### src/rtl/ghost_mode_ctrl.sv
`default_nettype none
// ghost_mode_ctrl: per-ghost SCATTER/CHASE/FRIGHT/EATEN controller with
// direction-reverse pulse, fright countdown/flash and registered target tile.
// Revision: 1.0

module ghost_mode_ctrl #(
  parameter int unsigned FRIGHT_SECS = 6,
  parameter int unsigned FLASH_SECS  = 2,
  parameter logic [4:0]  SCATTER_X   = 5'd27,
  parameter logic [4:0]  SCATTER_Y   = 5'd0,
  parameter logic [4:0]  HOME_X      = 5'd13,
  parameter logic [4:0]  HOME_Y      = 5'd14,
  parameter logic [9:0]  LFSR_SEED   = 10'h2A5
) (
  input  logic       clk,
  input  logic       reset,
  input  logic       one_hz_enable,
  input  logic       chase,
  input  logic       pellet_eaten,
  input  logic       ghost_eaten,
  input  logic       ghost_at_home,
  input  logic [4:0] pac_x,
  input  logic [4:0] pac_y,
  output logic [1:0] mode,
  output logic       reverse,
  output logic [4:0] target_x,
  output logic [4:0] target_y,
  output logic       frightened_flash
);

  localparam logic [1:0] MODE_SCATTER = 2'd0;
  localparam logic [1:0] MODE_CHASE   = 2'd1;
  localparam logic [1:0] MODE_FRIGHT  = 2'd2;
  localparam logic [1:0] MODE_EATEN   = 2'd3;

  localparam logic [3:0] FRIGHT_LOAD = 4'(FRIGHT_SECS);
  localparam logic [3:0] FLASH_CNT   = 4'(FLASH_SECS);

  logic [1:0] mode_q, mode_d;
  logic       chase_q;
  logic       reverse_q, reverse_d;
  logic [3:0] fright_cnt_q, fright_cnt_d;
  logic [9:0] lfsr_q, lfsr_d;
  logic [4:0] target_x_q, target_x_d;
  logic [4:0] target_y_q, target_y_d;
  logic       flash_q, flash_d;
  logic       fright_entry_q, fright_entry_d;
  logic       chase_edge;
  logic [1:0] resume_mode;

  assign chase_edge  = chase != chase_q;
  assign resume_mode = chase ? MODE_CHASE : MODE_SCATTER;

  always_comb begin
    mode_d       = mode_q;
    fright_cnt_d = fright_cnt_q;
    reverse_d    = 1'b0;
    case (mode_q)
      MODE_SCATTER, MODE_CHASE: begin
        if (pellet_eaten) begin
          mode_d       = MODE_FRIGHT;
          fright_cnt_d = FRIGHT_LOAD;
          reverse_d    = 1'b1;
        end else if (chase_edge) begin
          mode_d    = resume_mode;
          reverse_d = 1'b1;
        end
      end
      MODE_FRIGHT: begin
        if (ghost_eaten) begin
          mode_d       = MODE_EATEN;
          fright_cnt_d = 4'd0;
        end else if (pellet_eaten) begin
          fright_cnt_d = FRIGHT_LOAD;
        end else if (one_hz_enable) begin
          if (fright_cnt_q == 4'd1) begin
            fright_cnt_d = 4'd0;
            mode_d       = resume_mode;
          end else if (fright_cnt_q != 4'd0) begin
            fright_cnt_d = fright_cnt_q - 4'd1;
          end
        end
      end
      MODE_EATEN: begin
        if (ghost_at_home) begin
          mode_d = resume_mode;
        end
      end
      default: mode_d = MODE_CHASE;
    endcase
  end

  assign fright_entry_d = (mode_d == MODE_FRIGHT) && (mode_q != MODE_FRIGHT);
  assign flash_d = (mode_d == MODE_FRIGHT) && (fright_cnt_d != 4'd0) &&
                   (fright_cnt_d <= FLASH_CNT);
  assign lfsr_d  = {lfsr_q[8:0], lfsr_q[9] ^ lfsr_q[6]};

  // Target follows the mode already presented on the outputs, one cycle behind.
  always_comb begin
    target_x_d = target_x_q;
    target_y_d = target_y_q;
    case (mode_q)
      MODE_CHASE: begin
        target_x_d = pac_x;
        target_y_d = pac_y;
      end
      MODE_SCATTER: begin
        target_x_d = SCATTER_X;
        target_y_d = SCATTER_Y;
      end
      MODE_FRIGHT: begin
        if (fright_entry_q || one_hz_enable) begin
          target_x_d = lfsr_q[4:0];
          target_y_d = lfsr_q[9:5];
        end
      end
      default: begin
        target_x_d = HOME_X;
        target_y_d = HOME_Y;
      end
    endcase
  end

  always_ff @(posedge clk) begin
    if (reset) begin
      mode_q         <= MODE_CHASE;
      chase_q        <= 1'b1;
      reverse_q      <= 1'b0;
      fright_cnt_q   <= 4'd0;
      lfsr_q         <= LFSR_SEED;
      target_x_q     <= 5'd0;
      target_y_q     <= 5'd0;
      flash_q        <= 1'b0;
      fright_entry_q <= 1'b0;
    end else begin
      mode_q         <= mode_d;
      chase_q        <= chase;
      reverse_q      <= reverse_d;
      fright_cnt_q   <= fright_cnt_d;
      lfsr_q         <= lfsr_d;
      target_x_q     <= target_x_d;
      target_y_q     <= target_y_d;
      flash_q        <= flash_d;
      fright_entry_q <= fright_entry_d;
    end
  end

  assign mode             = mode_q;
  assign reverse          = reverse_q;
  assign target_x         = target_x_q;
  assign target_y         = target_y_q;
  assign frightened_flash = flash_q;

endmodule

`default_nettype wire

### config.mk
export PLATFORM = sky130hd
export DESIGN_NAME = ghost_mode_ctrl
export DESIGN_NICKNAME = d
export VERILOG_FILES = /design/src/rtl/ghost_mode_ctrl.sv
export SDC_FILE = /design/constraint.sdc
export NUM_CORES = 1
export LEC_CHECK = 0
export CORE_MARGIN = 2
export CORE_UTILIZATION = 44
export DETAILED_ROUTE_END_ITERATION = 8
export GPL_TIMING_DRIVEN = 0
export PLACE_DENSITY = 0.74
export SLEW_MARGIN = 20
export SYNTH_ARGS = -nofsm -noshare
export SYNTH_HDL_FRONTEND = slang
export SYNTH_SLANG_ARGS = --single-unit
### constraint.sdc
create_clock -name clk -period 1.64 [get_ports clk]
set_input_delay 0.246 -clock clk [delete_from_list [all_inputs] [get_ports clk]]
set_output_delay 0.246 -clock clk [all_outputs]
set_load 0.05 [all_outputs]
; After elaboration in Yosys (flattened, before gate mapping)
; Index checks and enable logic that the tools add are counted.
[op_classes]
add_sub_neg = 1
n_lt_le_gt_ge = 1
eq_ne = 8
n_mux = 22
bitwise_logic = 2
n_reduce_logical = 9
[ops]
columns = cell, count
row1 = $pmux 5 s3, 2
row2 = $mux 4, 6
row3 = $mux 2, 7
row4 = $mux 5, 2
row5 = $pmux 4 s2, 1
row6 = $reduce_bool 4->1, 2
row7 = $eq 2x2->1 const B, 3
row8 = $pmux 2 s3, 1
row9 = $eq 4x1->1 const B, 1
row10 = $le 4x2->1 const B, 1
row11 = $ne 2x2->1 const B, 2
row12 = $reduce_or 2->1, 2
row13 = $sub 4x1->4 const B, 1
row14 = $logic_and 1x1->1, 3
row15 = $mux 1, 3
row16 = $eq 2x1->1 const B, 1
row17 = $logic_not 2->1, 1
row18 = $logic_or 1x1->1, 1
row19 = $ne 1x1->1, 1
row20 = $not 1->1, 1
row21 = $xor 1x1->1, 1
[word_totals]
register_bits = 30
in_bits = 17
output_inout_bits = 14
wordCells = 52

; Logic depth before layout (Yosys ltp)
; Gate-level depths: netlist of run 1.
[logic_depth]
word_depth = 10
mapped_depth = 7
depth_no_buf = 7

; Least setup slack after synthesis of run 1
; Ideal clock, no wire load.
[synth_path]
path_kind = register to register
from = register mode_q[1] (netlist: mode[1])
to = register flash_q (netlist: frightened_flash)
setup_time_ns = 0.088
arrival_time_ns = 1.747
required_time_ns = 1.552
path_slack_ns = -0.195
stages_incl_launch_ff = 7
path_buffers = 1
synth_period_minus_slack_ns = 1.835
cell_sequence = dfxtp_1 > buf_4 > nor4b_4 > o211ai_1 > a31oi_1 > xnor2_1 > nor4_2
[synth_between]
elab_chain_len = 8
elab_cells_between_ends = 19
classes_between = 1 x order compare / 4 x eq/ne / 9 x mux / 5 x reduce/logical
[synth_lines]
columns = element, line
row1 = from (decl), 39  ; logic [1:0] mode_q, mode_d;
row2 = from (signal assigned), 136  ; mode_q <= mode_d;
row3 = $mux 2, 76  ; if (fright_cnt_q == 4'd1) begin
row4 = $mux 2, 75  ; end else if (one_hz_enable) begin
row5 = $mux 2, 73  ; end else if (pellet_eaten) begin
row6 = $mux 2, 70  ; if (ghost_eaten) begin
row7 = $pmux 2 s3, 58  ; case (mode_q)
row8 = $eq 2x2->1, 94  ; assign flash_d = (mode_d == MODE_FRIGHT) && (fright_cnt_d != 4'd0) &&
row9 = $logic_and 1x1->1, 94
row10 = $logic_and 1x1->1 (*), 94
row11 = to (signal assigned), 143  ; flash_q <= flash_d;
row12 = to (decl), 46  ; logic flash_q, flash_d;
; Mark *: on every way between the ends. The rest lies on a longest branch, timed or not.
; A chain may end at the register's enable or synchronous reset.

; Worst setup path in the final report of run 1
[layout_path]
from = register fright_cnt_q[2]
to = register flash_q (netlist: frightened_flash)
[layout_between]
elab_chain_len = 10
elab_cells_between_ends = 20
classes_between = 1 x add/sub / 1 x order compare / 2 x eq/ne / 12 x mux / 4 x reduce/logical
[layout_lines]
columns = element, line
row1 = from (decl), 42  ; logic [3:0] fright_cnt_q, fright_cnt_d;
row2 = from (signal assigned), 139  ; fright_cnt_q <= fright_cnt_d;
row3 = branches (longest 9 deep; another with $sub 4x1->4), -
row4 = $logic_and 1x1->1 (*), 94
; Every way passes the cells marked *.

==> metrics.txt, run 1 <==
status=finished with violations; failing checks=setup timing; Internal Pwr Total=0.00116 W; Iteration-0 DRC Markers=37; Net Count, Synth=174; sw power=0.000559 W; Core ar.=0.00305 mm²; DR pass1 iterations=4; starting density of the core=46.1%; Storage cell area=613 µm²; Row Count=20; final hold vios=0; Clk pwr share=23.9%; Post-Syn Instances=155; main flop type after synthesis=dfxtp_1; most frequent cells in the layout=dfxtp_1 (26), nor2_1 (15), clkdlybuf4s50_1 (14), dlygate4sd2_1 (14), nand2_1 (11); most common cell after layout, fill and taps aside=dfxtp_1; clk slew on worst S/H paths=0.10 ns; Placer Congestion=0.893; largest net degree at the start of global routing=11; Max Fclk=606 MHz; crit path capture type=register; Slew Viols, Final=0; worst slew pin tran=0.500 ns; CTS Buffer Depth=2; Worst-Skew Late Latency=0.33 ns; critical path type=register to register; Distinct cells, synth=47; Period minus WS final=1.65 ns; Final period util=101%; die area=0.00366 mm²; crit path DAT=1.88 ns; final setup margin=-0.0106 ns; switching share of power=32.6%; layout cells sized above 1=18.5%; Pwr Total=0.00172 W; CP required=1.87 ns; asr flop ratio synth=0%; Worst slew margin=66.8%; worst hold path type=input pin to register; clock sink count=30; # DRC=0; Antenna Cells=0; Area growth syn-to-layout=33.4%; crit-path max FO=10; initial antenna violation count=0; register share of total power=48.3%; peak supply drop=0.649 mV; die span in y=60.5 µm; Root Driver=clkbuf_4; Leakage=0.772 nW; number of enable flip-flop cells after synthesis=0; PwrDens=916 mW/mm²; NumNets Final=213; antenna viol nets, final=0; Synthesis Warnings=0; grt total ovfl=0; via count=1280; routed wire length per instance=14.3 µm; Vias/cell=5.36; Design Area, Final=0.00188 mm²; vias in the first global route=1139; WL final=3.42 mm; Logic pwr share=27.9%; register area share after synthesis=42.7%; hpwl dp=2.39 mm; RSZ-0062 raised after global routing=true; Ports=31; cts bufs inserted=5; syn_area_per_cell=9.07 µm²; fin util=61.4%; Hold-fix buffers, CTS=0; Max Cap Viol=0; #FFs+latches synth=30; H-tree depth=2; Max Clock Skew=0.0137 ns; Die W=60.5 µm; CTS tree=built; area of the mapped netlist=0.00141 mm²; setup violators final=1; gr usage total=20.0%; CP Launch Type=register; first-pass GRT wire length=5.22 mm; placed cell area=0.00175 mm²; Fillers=270; Multi-input gate area=758 µm²; # port buffers=28
worst max-delay path, stage by stage (launching register included):
cell and delay, ns:
dfxtp_1 0.32, buf_6 0.13, or4b_4 0.52, nand2_1 0.11
nand2_1 0.06, a21o_1 0.18, nor4_2 0.23
final cells by class:
class	count	area share, %
Sequential cell	30	32.7
Timing Repair Buffer	33	16.0
Inverter	9	1.93
Tap cell	44	2.94
Multi-Input combinational cell	105	40.4
Buffer	10	3.40
Clock buffer	8	2.60
power by group through the flow:
stage | clock network [W] | logic (W) | registers (W)
2_1_floorplan | 0 | 0.000198 | 0.000953
3_3_place_gp | 0 | 0.000457 | 0.000839
3_5_place_dp | 0 | 0.000464 | 0.000842
4_1_cts | 0.000429 | 0.000444 | 0.000824
5_1_grt | 0.000456 | 0.000513 | 0.000837
6_report | 0.000410 | 0.000479 | 0.000829
flip-flops by register name, summed over array words and instances (netlist names), 2 cells and up:
register / cells
mode: 2
target_x: 5
target_y: 5
lfsr_q: 10
fright_cnt_q: 4
through the flow:
stage	setup TNS (ns)	hold slack [ns]	instances	setup slack (ns)
detailed placement	-1.10	0.423	227	-0.383
global placement	-1.05	0.425	227	-0.381
floorplan	0	0.346	155	0.0371
CTS	-0.175	0.301	235	-0.175
finish	-0.0106	0.308	239	-0.0106
global route	-0.0814	0.332	239	-0.0636
per-layer routing:
layer	wire, µm	vias up	track usage [%]
li1	-	624	-
met1	1520	605	24.7
met2	1680	39	32.8
met3	144	12	7.04
met4	79	0	6.52
met5	0	-	0
final timing paths:
path                        start          endpoint  slack [ns]  cells after the start
hold reg to reg         lfsr_q[1]         lfsr_q[2]        0.44                      1
setup / recovery  fright_cnt_q[2]  frightened_flash       -0.01                      6
setup reg to reg  fright_cnt_q[2]  frightened_flash       -0.01                      6
hold / removal              reset         lfsr_q[1]        0.31                      2
synthesized netlist by cell type, drive strengths merged (3+ instances only):
cell type,number,area (µm²)
o21ai,5,25.0
a21oi,5,25.0
buf,4,41.3
dfxtp,30,601
nor2b,10,62.6
clkbuf,7,27.5
xnor2,3,26.3
or2,6,37.5
o22ai,3,18.8
a311oi,5,50.0
nand2,11,41.3
a211oi,7,52.6
nor2,15,56.3
inv,9,33.8
cell families after synthesis:
family / after synthesis / share of synthesized area, %
AO/OA/AOI/OAI: 40 / 20.8
buffers and inverters: 20 / 7.29
flip-flops: 30 / 42.7
XOR/XNOR: 3 / 1.87
AND/OR/NAND/NOR: 60 / 25.5
adder cells (fa/ha/maj): 2 / 1.78
repair_timing:
action / in CTS / in global routing
gates resized for setup: 15 / 21
buffers inserted: 0 / 5
endpoints found under the hold margin: 0 / 0
pin swaps: 0 / 9
endpoints found under the setup margin: 17 / 15
Power figures use the tool's default switching activity.
==> inputs of run 2 (changes only) <==
Settings changed: PLACE_DENSITY 0.74 to 0.73.
==> metrics.txt, run 2 (synthesis results as in run 1) <==
status=finished, final reports clean; setup slack at placement=-0.365 ns; register share of total power=46.7%; Worst-Skew Late Latency=0.33 ns; crit path DAT=1.84 ns; antenna viol nets, final=0; first-pass GRT wire length=5.30 mm; setup violators final=0; grt total ovfl=0; Max Clock Skew=0.00900 ns; Placer Congestion=0.901; CP required=1.89 ns; crit-path max FO=2; clock sink count=30; crit path capture type=register; Leakage=0.777 nW; Root Driver=clkbuf_4; worst slew pin tran=0.497 ns; Worst slew margin=67.0%; Area growth syn-to-layout=33.1%; Row Count=20; sw power=0.000571 W; vias in the first global route=1176; hpwl dp=2.36 mm; die span in y=60.5 µm; Die W=60.5 µm; R2R cell count=6; RSZ-0062 raised after global routing=true; gr usage total=19.7%; final hold vios=0; CTS Buffer Depth=2; startpoint of the worst-slack reg-to-reg timing path=fright_cnt_q[1]; Clk pwr share=26.2%; worst hold path type=input pin to register; starting density of the core=46.1%; cts bufs inserted=5; most frequent cells in the layout=dfxtp_1 (25), nor2_1 (15), clkdlybuf4s50_1 (14), dlygate4sd2_1 (14); Top reg by flops=lfsr_q; CP cell instances=buf_4, or4b_4, nand2_2, nand2_1, a21o_1, nor4_2; most common cell after layout, fill and taps aside=dfxtp_1; Fin Hold WS=0.305 ns; Hold-fix buffers, CTS=0; routed wire length per instance=14.1 µm; H-tree depth=2; switching share of power=32.4%; Design Area, Final=0.00187 mm²; CTS tree=built; Ports=31; Max Fclk=628 MHz; clk slew on worst S/H paths=0.10 ns; Largest register FFs=10; DR pass1 iterations=5; CP Launch Type=register; Period minus WS final=1.59 ns; Slew Viols, Final=0; final setup margin=0.0477 ns; flop-to-flop setup slack=0.05 ns; NumNets Final=212; Max stage delay on crit path=0.52 ns; # port buffers=28; via count=1261; CP Launch Point=fright_cnt_q[1]; largest net degree at the start of global routing=11; Antenna Cells=0; crit path to=frightened_flash; # DRC=0; layout cells sized above 1=19.6%; Internal Pwr Total=0.00119 W; Logic pwr share=27.1%; die area=0.00366 mm²; initial antenna violation count=0; placed cell area=0.00175 mm²; fin util=61.3%; Final period util=97.1%; slowest cell on the critical path=or4b_4; Max Cap Viol=0; R2R Path End=frightened_flash; critical path type=register to register; Iteration-0 DRC Markers=59; PwrDens=943 mW/mm²; Vias/cell=5.30; Core ar.=0.00305 mm²; peak supply drop=0.594 mV; WL final=3.35 mm
==> run 2: cell count changes in the layout (fill, tap and decap cells not counted), sizes merged <==
cell,before,now
buf,8,7
clkinv,0,1
clkbuf,15,14
==> run 2: worst max-delay path: cells and delay by family (launching register included) <==
family	cells	cell delay, ns
buffers and inverters	1	0.13
AND/OR/NAND/NOR	4	0.87
AO/OA/AOI/OAI	1	0.18
flip-flops	1	0.33
==> run 2: how the worst min path moves through the flow <==
| stage | startpoint | end | slack (ns) | depth (start not counted) |
|---|---|---|---|---|
| after floorplan | chase | chase_q | 0.35 | 1 |
| after global placement | lfsr_q[8] | lfsr_q[9] | 0.43 | 1 |
| after detailed placement | lfsr_q[1] | lfsr_q[2] | 0.43 | 1 |
| after CTS | reset | lfsr_q[1] | 0.33 | 2 |
| after global routing | reset | lfsr_q[1] | 0.37 | 2 |
| final | reset | lfsr_q[1] | 0.31 | 2 |
==> run 2: timing repair <==
action                     in CTS  in global routing
resized for setup              15                 20
setup endpoints to repair      15                 14
pin swaps                       1                 10
buffers inserted                0                  3
==> run 2: final cells by class <==
type | count | area (µm²)
fillers | 268 | 1180
well taps | 44 | 55.1
multi-input cells | 105 | 754
clock buffers | 7 | 55.1
clock inverters | 1 | 5.00
plain buffers | 11 | 71.3
inverters | 9 | 33.8
repair buffers | 31 | 285
flip-flops and latches | 30 | 612
==> run 2: power by group through the flow <==
stage / Combinational (W) / Clock [W] / Sequential [W]
floorplan: 0.000198 / 0 / 0.000953
global placement: 0.000457 / 0 / 0.000840
detailed placement: 0.000462 / 0 / 0.000842
CTS: 0.000444 / 0.000459 / 0.000824
global route: 0.000514 / 0.000491 / 0.000831
finish: 0.000478 / 0.000463 / 0.000824
==> run 2: metrics by stage <==
| stage | setup TNS [ns] | total power (W) | instances |
|---|---|---|---|
| after floorplan | 0 | 0.00115 | 155 |
| after global placement | -1.01 | 0.00130 | 227 |
| after detailed placement | -1.08 | 0.00130 | 227 |
| after CTS | -0.129 | 0.00173 | 235 |
| after global routing | -0.0882 | 0.00184 | 238 |
| final | 0 | 0.00176 | 238 |
==> run 2: per-layer routing <==
metal  routed length [µm]  global-route usage, %
met4                   42                   7.45
met3                  139                   4.69
met2                 1620                   32.8
met1                 1540                   25.0
met5                    0                      0
==> inputs of run 3 (changes only) <==
Settings changed: SETUP_SLACK_MARGIN from default to 0.5.
==> metrics.txt, run 3 (synthesis results as in run 1) <==
clock sink count=30; gr usage total=23.9%; failing checks=setup timing; Largest register FFs=10; grt total ovfl=0; Row Count=20; Multi-input gate area=971 µm²; layout cells sized above 1=52.9%; CP cell instances=inv_4, ha_4, buf_6, nor3b_2, o211ai_1, a31oi_2, xnor2_1, nor4_2; via count=1419; Clk pwr share=26.6%; hpwl dp=2.52 mm; Fillers=171; # port buffers=28; WL final=4.59 mm; Storage cell area=647 µm²; CTS tree=built; fin util=79.5%; Period minus WS final=1.64 ns; Hold-fix buffers, CTS=0; # DRC=0; final setup margin=-0.00416 ns; crit path DAT=1.90 ns; Core ar.=0.00305 mm²; cts bufs inserted=5; most frequent cells in the layout=buf_8 (16), dfxtp_1 (15); NumNets Final=226; Logic pwr share=32.1%; CTS Buffer Depth=2; worst slew pin tran=0.674 ns; PwrDens=856 mW/mm²; switching share of power=32.1%; Internal Pwr Total=0.00141 W; Antenna Cells=0; Worst slew margin=55.0%; Area growth syn-to-layout=72.7%; peak supply drop=0.621 mV; Max Clock Skew=0.00573 ns; DR pass1 iterations=4; Leakage=0.957 nW; Max Fclk=608 MHz; Placer Congestion=0.881; crit-path max FO=5; Max stage delay on crit path=0.38 ns; setup slack at placement=-0.325 ns; crit path capture type=register; Slew Viols, Final=0; setup violators final=1; clk slew on worst S/H paths=0.09 ns; Root Driver=clkbuf_4; Iteration-0 DRC Markers=102; slowest cell on the critical path=dfxtp_4; routed wire length per instance=18.2 µm; Worst-Skew Late Latency=0.34 ns; antenna viol nets, final=0; status=finished with violations; register share of total power=41.4%; largest net degree at the start of global routing=11; Vias/cell=5.63; starting density of the core=46.1%; die area=0.00366 mm²; CP Launch Type=register; Max Cap Viol=0; sw power=0.000668 W; Final period util=100%; first-pass GRT wire length=6.28 mm; vias in the first global route=1293; most common cell after layout, fill and taps aside=buf_8; Die W=60.5 µm; Ports=31; CP required=1.90 ns; Top reg by flops=lfsr_q; critical path type=register to register; initial antenna violation count=0; final hold vios=0; die span in y=60.5 µm; worst hold path type=input pin to register; RSZ-0062 raised after global routing=true; H-tree depth=2
==> run 3: changes by cell type in the layout (fill, tap and decap cells not counted), moves of 5 or more <==
cell / delta
a211oi_1: -7
a211oi_2: +7
buf_4: +5
buf_6: +8
buf_8: +16
dfxtp_1: -10
dfxtp_4: +9
dlygate4sd2_1: -12
nor2_1: -11
nor2_4: +11
==> run 3: worst paths after layout <==
| check | slack (ns) | cells after the start | endpoint | start |
|---|---|---|---|---|
| max | -0.004 | 8 | frightened_flash | fright_cnt_q[0] |
| min | 0.34 | 2 | lfsr_q[1] | reset |
| max reg2reg | -0.004 | 8 | frightened_flash | fright_cnt_q[0] |
| min reg2reg | 0.45 | 1 | lfsr_q[9] | lfsr_q[8] |
==> run 3: final cells by class <==
cell class              instances  share of cell area (%)
inverters                       9                    1.80
multi-input cells             105                    40.0
plain buffers                  11                    4.95
well taps                      44                    2.27
clock buffers                   8                    3.25
flip-flops and latches         30                    26.6
repair buffers                 45                    21.1
==> run 3: layer usage <==
layer  vias up  GRT usage (%)  share of wire (%)
li1        656              -                  -
met3        14           6.40                5.5
met4         0           11.2                2.5
met5         -              0                  0
met2        57           38.2                 52
met1       692           30.2                 40
==> run 3: critical path: cells and delay by family, from the launching register on <==
family / cells / cell delay [ns]
xor gates and xnor gates: 1 / 0.11
buffers and inverters: 2 / 0.17
AOI/OAI and AO/OA: 2 / 0.42
adders and majority gates: 1 / 0.16
DFF: 1 / 0.38
and+or+nand+nor: 2 / 0.32
==> run 3: repair_timing <==
action,CTS,global route
gates cloned,2,0
setup buffers,8,7
endpoints found under the setup margin,32,32
pin swaps,7,15
resized for setup,115,94
==> run 3: power by group through the flow <==
stage	logic (W)	clock network (W)	registers, W
floorplan	0.000208	0	0.000954
global placement	0.000470	0	0.000841
detailed placement	0.000475	0	0.000844
CTS	0.000529	0.000561	0.000834
global route	0.000700	0.000601	0.000866
finish	0.000666	0.000552	0.000860
==> run 3: stage by stage <==
step	hold slack, ns	instances	total power, W	cell area [µm²]	TNS, ns
after global routing	0.361	252	0.00217	2430	-0.0706
after global placement	0.424	227	0.00131	1780	-0.935
after CTS	0.309	245	0.00192	2050	0
after detailed placement	0.435	227	0.00132	1780	-0.988
after floorplan	0.346	155	0.00116	1450	0
final	0.343	252	0.00208	2430	-0.00416
